### config.mk
export PLATFORM = sky130hd
export DESIGN_NAME = hosted_mem_arbiter
export DESIGN_NICKNAME = d
export VERILOG_FILES = /design/src/rtl/hosted_mem_arbiter_pkg.sv /design/src/rtl/hs_rr_arbiter.sv /design/src/rtl/hosted_mem_arbiter.sv
export SDC_FILE = /design/constraint.sdc
export NUM_CORES = 1
export LEC_CHECK = 0
export ABC_AREA = 0
export CORE_AREA = 2 2 262 264
export CTS_BUF_LIST = sky130_fd_sc_hd__clkbuf_4
export DETAILED_ROUTE_END_ITERATION = 8
export DIE_AREA = 0 0 264 266
export PLACE_DENSITY = 0.44
export SLEW_MARGIN = 20
export SYNTH_ARGS = -nofsm -noshare
export SYNTH_HDL_FRONTEND = slang
export SYNTH_HIERARCHICAL = 1
export SYNTH_SLANG_ARGS = --single-unit
### constraint.sdc
create_clock -name clk -period 5.2 [get_ports clk]
set_input_delay 0.52 -clock clk [delete_from_list [all_inputs] [get_ports clk]]
set_output_delay 0.52 -clock clk [all_outputs]
set_load 0.005 [all_outputs]
### src/rtl/hosted_mem_arbiter_pkg.sv
// Shared widths and payload field offsets for the hosted memory arbiter.
package hosted_mem_arbiter_pkg;

    // Control fields under the address: len(8) + size(3) + burst(2).
    localparam int A_CTRL_W   = 13;
    localparam int W_LAST_BIT = 0;
    localparam int R_ID_LSB   = 3;
    localparam int B_ID_LSB   = 2;

    function automatic int ix_width(input int n);
        return (n > 1) ? $clog2(n) : 1;
    endfunction

    function automatic int a_width(input int id_w, input int addr_w);
        return id_w + addr_w + A_CTRL_W;
    endfunction

    function automatic int w_width(input int data_w);
        return data_w + data_w / 8 + 1;
    endfunction

endpackage

### src/rtl/hs_rr_arbiter.sv
// N-way round-robin arbiter: one-hot grant plus index; the pointer moves past
// the winner only when the grant is actually taken.
module hs_rr_arbiter #(
    parameter int N    = 3,
    parameter int IX_W = 2
) (
    input  logic            clk,
    input  logic            rst_n,
    input  logic [N-1:0]    req,
    input  logic            accept,
    output logic [N-1:0]    grant,
    output logic [IX_W-1:0] grant_idx,
    output logic            any
);

    logic [IX_W-1:0] ptr;
    logic [IX_W-1:0] cand;

    always_comb begin
        grant     = '0;
        grant_idx = '0;
        any       = 1'b0;
        cand      = '0;
        for (int off = 0; off < N; off++) begin
            cand = IX_W'((int'(ptr) + off) % N);
            if (!any && req[cand]) begin
                any       = 1'b1;
                grant_idx = cand;
            end
        end
        grant[grant_idx] = any;
    end

    always_ff @(posedge clk or negedge rst_n) begin
        if (!rst_n) begin
            ptr <= '0;
        end else if (accept && any) begin
            ptr <= (int'(grant_idx) == N - 1) ? '0 : grant_idx + 1'b1;
        end
    end

endmodule

### src/rtl/hosted_mem_arbiter.sv
// Shares one AXI burst master port among N requesters: round-robin AR/AW,
// W ordered by AW grant, R/B routed back by the index held in the ID MSBs.
module hosted_mem_arbiter
    import hosted_mem_arbiter_pkg::*;
#(
    parameter int N        = 3,
    parameter int ID_W     = 4,
    parameter int ADDR_W   = 32,
    parameter int DATA_W   = 32,
    parameter int WQ_DEPTH = 4,
    localparam int IX_W    = ix_width(N),
    localparam int MID_W   = ID_W + IX_W,
    localparam int A_W     = a_width(ID_W, ADDR_W),
    localparam int W_W     = w_width(DATA_W)
) (
    input  logic                      clk,
    input  logic                      rst_n,
    input  logic [N-1:0]              s_arvalid,
    output logic [N-1:0]              s_arready,
    input  logic [N*A_W-1:0]          s_ar,
    input  logic [N-1:0]              s_awvalid,
    output logic [N-1:0]              s_awready,
    input  logic [N*A_W-1:0]          s_aw,
    input  logic [N-1:0]              s_wvalid,
    output logic [N-1:0]              s_wready,
    input  logic [N*W_W-1:0]          s_w,
    output logic [N-1:0]              s_rvalid,
    input  logic [N-1:0]              s_rready,
    output logic [DATA_W+ID_W+2:0]    s_r,
    output logic [N-1:0]              s_bvalid,
    input  logic [N-1:0]              s_bready,
    output logic [ID_W+1:0]           s_b,
    output logic                      m_arvalid,
    input  logic                      m_arready,
    output logic [A_W+IX_W-1:0]       m_ar,
    output logic                      m_awvalid,
    input  logic                      m_awready,
    output logic [A_W+IX_W-1:0]       m_aw,
    output logic                      m_wvalid,
    input  logic                      m_wready,
    output logic [W_W-1:0]            m_w,
    input  logic                      m_rvalid,
    output logic                      m_rready,
    input  logic [DATA_W+MID_W+2:0]   m_r,
    input  logic                      m_bvalid,
    output logic                      m_bready,
    input  logic [MID_W+1:0]          m_b,
    output logic                      err_bad_id
);

    // Handshakes: a beat moves on a cycle where valid && ready; valid never
    // waits on ready, and a held master-side payload stays stable until taken.

    localparam int WQ_PW = $clog2(WQ_DEPTH);

    logic [N-1:0]    ar_grant, aw_grant;
    logic [IX_W-1:0] ar_idx, aw_idx;
    logic            ar_any, aw_any, ar_load, aw_load;

    logic [IX_W-1:0]  wq_mem [WQ_DEPTH];
    logic [WQ_PW:0]   wq_wr, wq_rd;
    logic [IX_W-1:0]  wq_head;
    logic             wq_empty, wq_full, wq_push, wq_pop;

    assign ar_load = !m_arvalid || m_arready;
    assign aw_load = (!m_awvalid || m_awready) && !wq_full;

    hs_rr_arbiter #(.N(N), .IX_W(IX_W)) u_ar_arb (
        .clk(clk), .rst_n(rst_n), .req(s_arvalid), .accept(ar_load),
        .grant(ar_grant), .grant_idx(ar_idx), .any(ar_any)
    );

    hs_rr_arbiter #(.N(N), .IX_W(IX_W)) u_aw_arb (
        .clk(clk), .rst_n(rst_n), .req(s_awvalid), .accept(aw_load),
        .grant(aw_grant), .grant_idx(aw_idx), .any(aw_any)
    );

    assign s_arready = (rst_n && ar_load) ? ar_grant : '0;
    assign s_awready = (rst_n && aw_load) ? aw_grant : '0;

    // The ID is the payload MSB field, so prepending the index widens it.
    always_ff @(posedge clk or negedge rst_n) begin
        if (!rst_n) begin
            m_arvalid <= 1'b0;
            m_ar      <= '0;
            m_awvalid <= 1'b0;
            m_aw      <= '0;
        end else begin
            if (ar_load) begin
                m_arvalid <= ar_any;
                if (ar_any) m_ar <= {ar_idx, s_ar[int'(ar_idx)*A_W +: A_W]};
            end
            if (aw_load) begin
                m_awvalid <= aw_any;
                if (aw_any) m_aw <= {aw_idx, s_aw[int'(aw_idx)*A_W +: A_W]};
            end
        end
    end

    assign wq_empty = (wq_wr == wq_rd);
    assign wq_full  = (wq_wr[WQ_PW] != wq_rd[WQ_PW]) &&
                      (wq_wr[WQ_PW-1:0] == wq_rd[WQ_PW-1:0]);
    assign wq_head  = wq_mem[wq_rd[WQ_PW-1:0]];
    assign wq_push  = aw_load && aw_any;

    always_comb begin
        m_wvalid = 1'b0;
        m_w      = '0;
        s_wready = '0;
        if (!wq_empty) begin
            m_wvalid          = s_wvalid[wq_head];
            m_w               = s_w[int'(wq_head)*W_W +: W_W];
            s_wready[wq_head] = m_wready;
        end
    end

    assign wq_pop = m_wvalid && m_wready && m_w[W_LAST_BIT];

    always_ff @(posedge clk or negedge rst_n) begin
        if (!rst_n) begin
            wq_wr <= '0;
            wq_rd <= '0;
            for (int i = 0; i < WQ_DEPTH; i++) wq_mem[i] <= '0;
        end else begin
            if (wq_push) begin
                wq_mem[wq_wr[WQ_PW-1:0]] <= aw_idx;
                wq_wr <= wq_wr + 1'b1;
            end
            if (wq_pop) wq_rd <= wq_rd + 1'b1;
        end
    end

    logic [IX_W-1:0] r_ix, b_ix;
    logic            r_bad, b_bad;

    assign r_ix  = m_r[R_ID_LSB+ID_W +: IX_W];
    assign b_ix  = m_b[B_ID_LSB+ID_W +: IX_W];
    assign r_bad = int'(r_ix) >= N;
    assign b_bad = int'(b_ix) >= N;

    // Responses with an index outside the requester range are sunk.
    always_comb begin
        s_rvalid = '0;
        s_bvalid = '0;
        m_rready = 1'b0;
        m_bready = 1'b0;
        if (rst_n) begin
            if (r_bad) begin
                m_rready = 1'b1;
            end else begin
                s_rvalid[r_ix] = m_rvalid;
                m_rready       = s_rready[r_ix];
            end
            if (b_bad) begin
                m_bready = 1'b1;
            end else begin
                s_bvalid[b_ix] = m_bvalid;
                m_bready       = s_bready[b_ix];
            end
        end
    end

    assign s_r = {m_r[DATA_W+MID_W+2 -: DATA_W], m_r[R_ID_LSB +: ID_W], m_r[R_ID_LSB-1:0]};
    assign s_b = m_b[B_ID_LSB+ID_W-1:0];
    assign err_bad_id = rst_n && ((m_rvalid && r_bad) || (m_bvalid && b_bad));

endmodule
==> flow_summary_export.csv <==
group,metric,value,unit
clock_network,htree_num_levels,4,
setup_path,worst-r2r-setup-slack,1.79,ns
timing,fin_skew,0.0374,ns
routing,drcViolationCount,0,
clock_network,cts_resized,0,
clock_network,cts_root_buf,"clkbuf_4",
synth,netlist_area,8550,µm²
grt,grt_antenna_before_repair,7,
grt,grtUsageTotal,0.114,
setup_path,cpPeakStageDelay,0.78,ns
synth,synth_area_leaders,"dfrtp_1 (36%), mux2i_1 (16%), a21oi_1 (7.9%), nor2_1 (7.6%), o21ai_0 (5.9%)",
floorplanning,dieHeight,266,µm
synth,synthFlopType,"dfrtp_1",
timing,setup_slack,0.868,ns
timing,period_share,0.833,
setup_path,crit_fanout,52,
power,pwr-share-comb,0.719,
clock_network,cts_buffers,17,
synth,yosysSeqAreaShare,0.357,
synth,synth_most_common_cell,"nor2_1",
synth,synth_edf_count,0,
timing,timing.final.hold_violations,0,
power,p_leak,0.00597,µW
routing,drtPass1Iterations,4,
synth,async_flop_share,1.00,
place,place.gp.congestion,0.827,
grt,grt_max_degree,73,
floorplanning,rows,96,
setup_path,r2r-start,"u_aw_arb/ptr[1]",
power,powerDensity,569,nW/µm²
layout,drive_above_1_share,0.0550,
floorplanning,initial_core_util,0.126,
synth,synth_fp_nets,1529,
timing,relSlewSlack,0.345,
timing,setup_viol,0,
floorplanning,pin_count,681,
synth,synth_top_cell_area_share,0.357,
setup_path,path_class,"flop to primary output",
setup_path,cp-startpoint,"u_ar_arb/ptr[0]",
place,dp_slack,1.43,ns
grt,overflow,0,
power,p_total,8770,µW
setup_path,startpoint_type,"flop",
floorplanning,fp.coreArea,67700,µm²
power,seqPwrFrac,0.196,
layout,utilization,0.228,
timing,period_needed,4.33,ns
timing,slew_viol_final,0,
power,irDropWorstVdd,0.258,mV
worst_hold_path,hp-class,"primary input to asynchronous set/reset pin",
clock_network,clock-sinks,122,
synth,synth_cell_types,59,
grt,grt_pass1_vias,9629,
routing,first_iter_violations,333,
routing,num_vias,9247,
place,place.detailed.hpwl,32.9,mm
timing,fmax,231,MHz
timing,tightest_slew,0.983,ns
synth,synth_warnings,6,
place,placed_area,15100,µm²
layout,final_area,15400,µm²
synth,synth_area_per_cell,8.22,µm²
timing,fin_tns_setup,0,ns
setup_path,worst_r2r_path_depth,10,
setup_path,crit_required,4.68,ns
clock_network,clk_pin_slew_worst_paths,0.14,ns
timing,rsz0062_at_grt,"no",
routing,ant_nets,0,
clock_network,clkLatencyLatePin,0.67,ns
synth,synthTopCellsByCount,"nor2_1 (173), mux2i_1 (140), a21oi_1 (135)",
setup_path,worstSetupEndpointType,"primary output",
layout,nets,2040,
routing,avgViaCountPerCell,3.78,
layout,area_growth_syn_to_layout,80.3,%
place,portBuffers,590,
clock_network,clock_path_buffers,2,
clock_network,cts_tree,"yes",
floorplanning,die_w,264,µm
synth,synth_top_area_cell,"dfrtp_1",
status,status,"finished clean",
setup_path,arrival,3.81,ns
routing,wl_per_cell,16.7,µm
power,internal-power,4790,µW
power,swShare,0.454,
setup_path,crit_slowest_cell,"a32o_4",
floorplanning,die_area,70200,µm²
flow_run,drv_cap,0,
setup_path,crit_path_end,"s_arready[0]",
power,p_clk_frac,0.086,
routing,drt_wl_total,40.8,mm
grt,grt_pass1_wl,59.8,mm
synth,syn_inst,1040,
setup_path,rr_endpoint,"m_aw[19]",
setup_path,crit_chain,"inv_1 -> ha_1 -> mux2_4 -> nand2_2 -> a32o_4 -> nor2_1 -> and2_1 -> and3_1 -> clkdlybuf4s50_1",
synth,synth-seq-cells,122,
power,power_switching,3980,µW
power by group through the flow:
| stage | Sequential (µW) | Combinational (µW) | Clock (µW) |
|---|---|---|---|
| after floorplan | 1720 | 3450 | 0 |
| after global placement | 1730 | 6350 | 0 |
| after detailed placement | 1740 | 6430 | 0 |
| after CTS | 1730 | 6440 | 817 |
| after global routing | 1780 | 6980 | 845 |
| final | 1720 | 6300 | 750 |
how the worst min path moves through the flow:
stage	from	to	cells after the start
after global routing	rst_n	m_ar[34]	2
after floorplan	rst_n	m_ar[0]	0
final	rst_n	m_ar[34]	2
after detailed placement	rst_n	m_ar[34]	1
after global placement	rst_n	m_ar[34]	1
after CTS	rst_n	m_ar[34]	2
worst max-delay path: cells and delay by family, from the launching register on:
kind / cells / cell delay [ns]
AOI/OAI and AO/OA: 1 / 0.78
buffers and inverters: 2 / 0.57
muxes: 1 / 0.35
adders and majority gates: 1 / 0.43
DFF: 1 / 0.45
and+or+nand+nor: 4 / 0.56
per-layer routing:
metal	vias up	part of all wire	track usage
met3	56	0.11	0.0534
met1	4188	0.37	0.116
met5	-	0.0010	0
met4	6	0.032	0.0541
li1	4543	-	-
met2	454	0.49	0.196
cell usage in the layout, fill, tap and decap left out, types with 5 or more instances in the layout:
| master | Yosys | routed |
|---|---|---|
| ha_1 | 13 | 13 |
| o21ai_0 | 101 | 101 |
| clkbuf_4 | 0 | 18 |
| mux2i_1 | 140 | 140 |
| mux2_2 | 12 | 12 |
| nand2_1 | 118 | 116 |
| dfrtp_1 | 122 | 122 |
| nor3b_1 | 6 | 5 |
| and2_1 | 5 | 5 |
| a21oi_1 | 135 | 135 |
| nand2b_1 | 8 | 8 |
| nor2_1 | 173 | 173 |
| buf_4 | 47 | 17 |
| and3_1 | 9 | 8 |
| xnor2_1 | 5 | 5 |
| clkdlybuf4s50_1 | 0 | 589 |
| inv_1 | 11 | 11 |
| nor2b_1 | 7 | 5 |
what timing repair did:
| action | CTS | global route |
|---|---|---|
| buffers inserted | 0 | 0 |
| hold buffers | 1 | 0 |
| hold endpoints to repair | 23 | 0 |
through the flow:
stage | instances | hold WS, ns
final | 2449 | 0.274
after global routing | 2449 | 0.216
after CTS | 2446 | 0.193
after detailed placement | 2413 | 0.458
after global placement | 2412 | 0.451
after floorplan | 1040 | 0.224
registers in the layout, summed over array words and instances, names as in the netlist:
signal	cells
m_ar	51
m_arvalid	1
m_aw	51
m_awvalid	1
u_ar_arb/ptr	2
u_aw_arb/ptr	2
wq_mem	8
wq_rd	3
wq_wr	3
cells by family after synthesis:
family                   Yosys count  share of synthesized area
adder cells (fa/ha/maj)           13                     0.0190
XOR/XNOR                           7                    0.00717
flip-flops                       122                      0.357
multiplexers                     160                      0.194
AND/OR/NAND/NOR                  345                      0.170
AO/OA/AOI/OAI                    264                      0.171
buffers and inverters            129                     0.0815
area by class of cell:
cell class / count / area [µm²]
Antenna cell: 3 / 7.51
Clock inverter: 14 / 144
Inverter: 11 / 41.3
Tap cell: 882 / 1100
Clock buffer: 18 / 135
Sequential cell: 122 / 3050
Fill cell: 7440 / 52300
Multi-Input combinational cell: 789 / 4840
Timing Repair Buffer: 610 / 6080
Note: power is estimated with default switching activity, not from simulation.
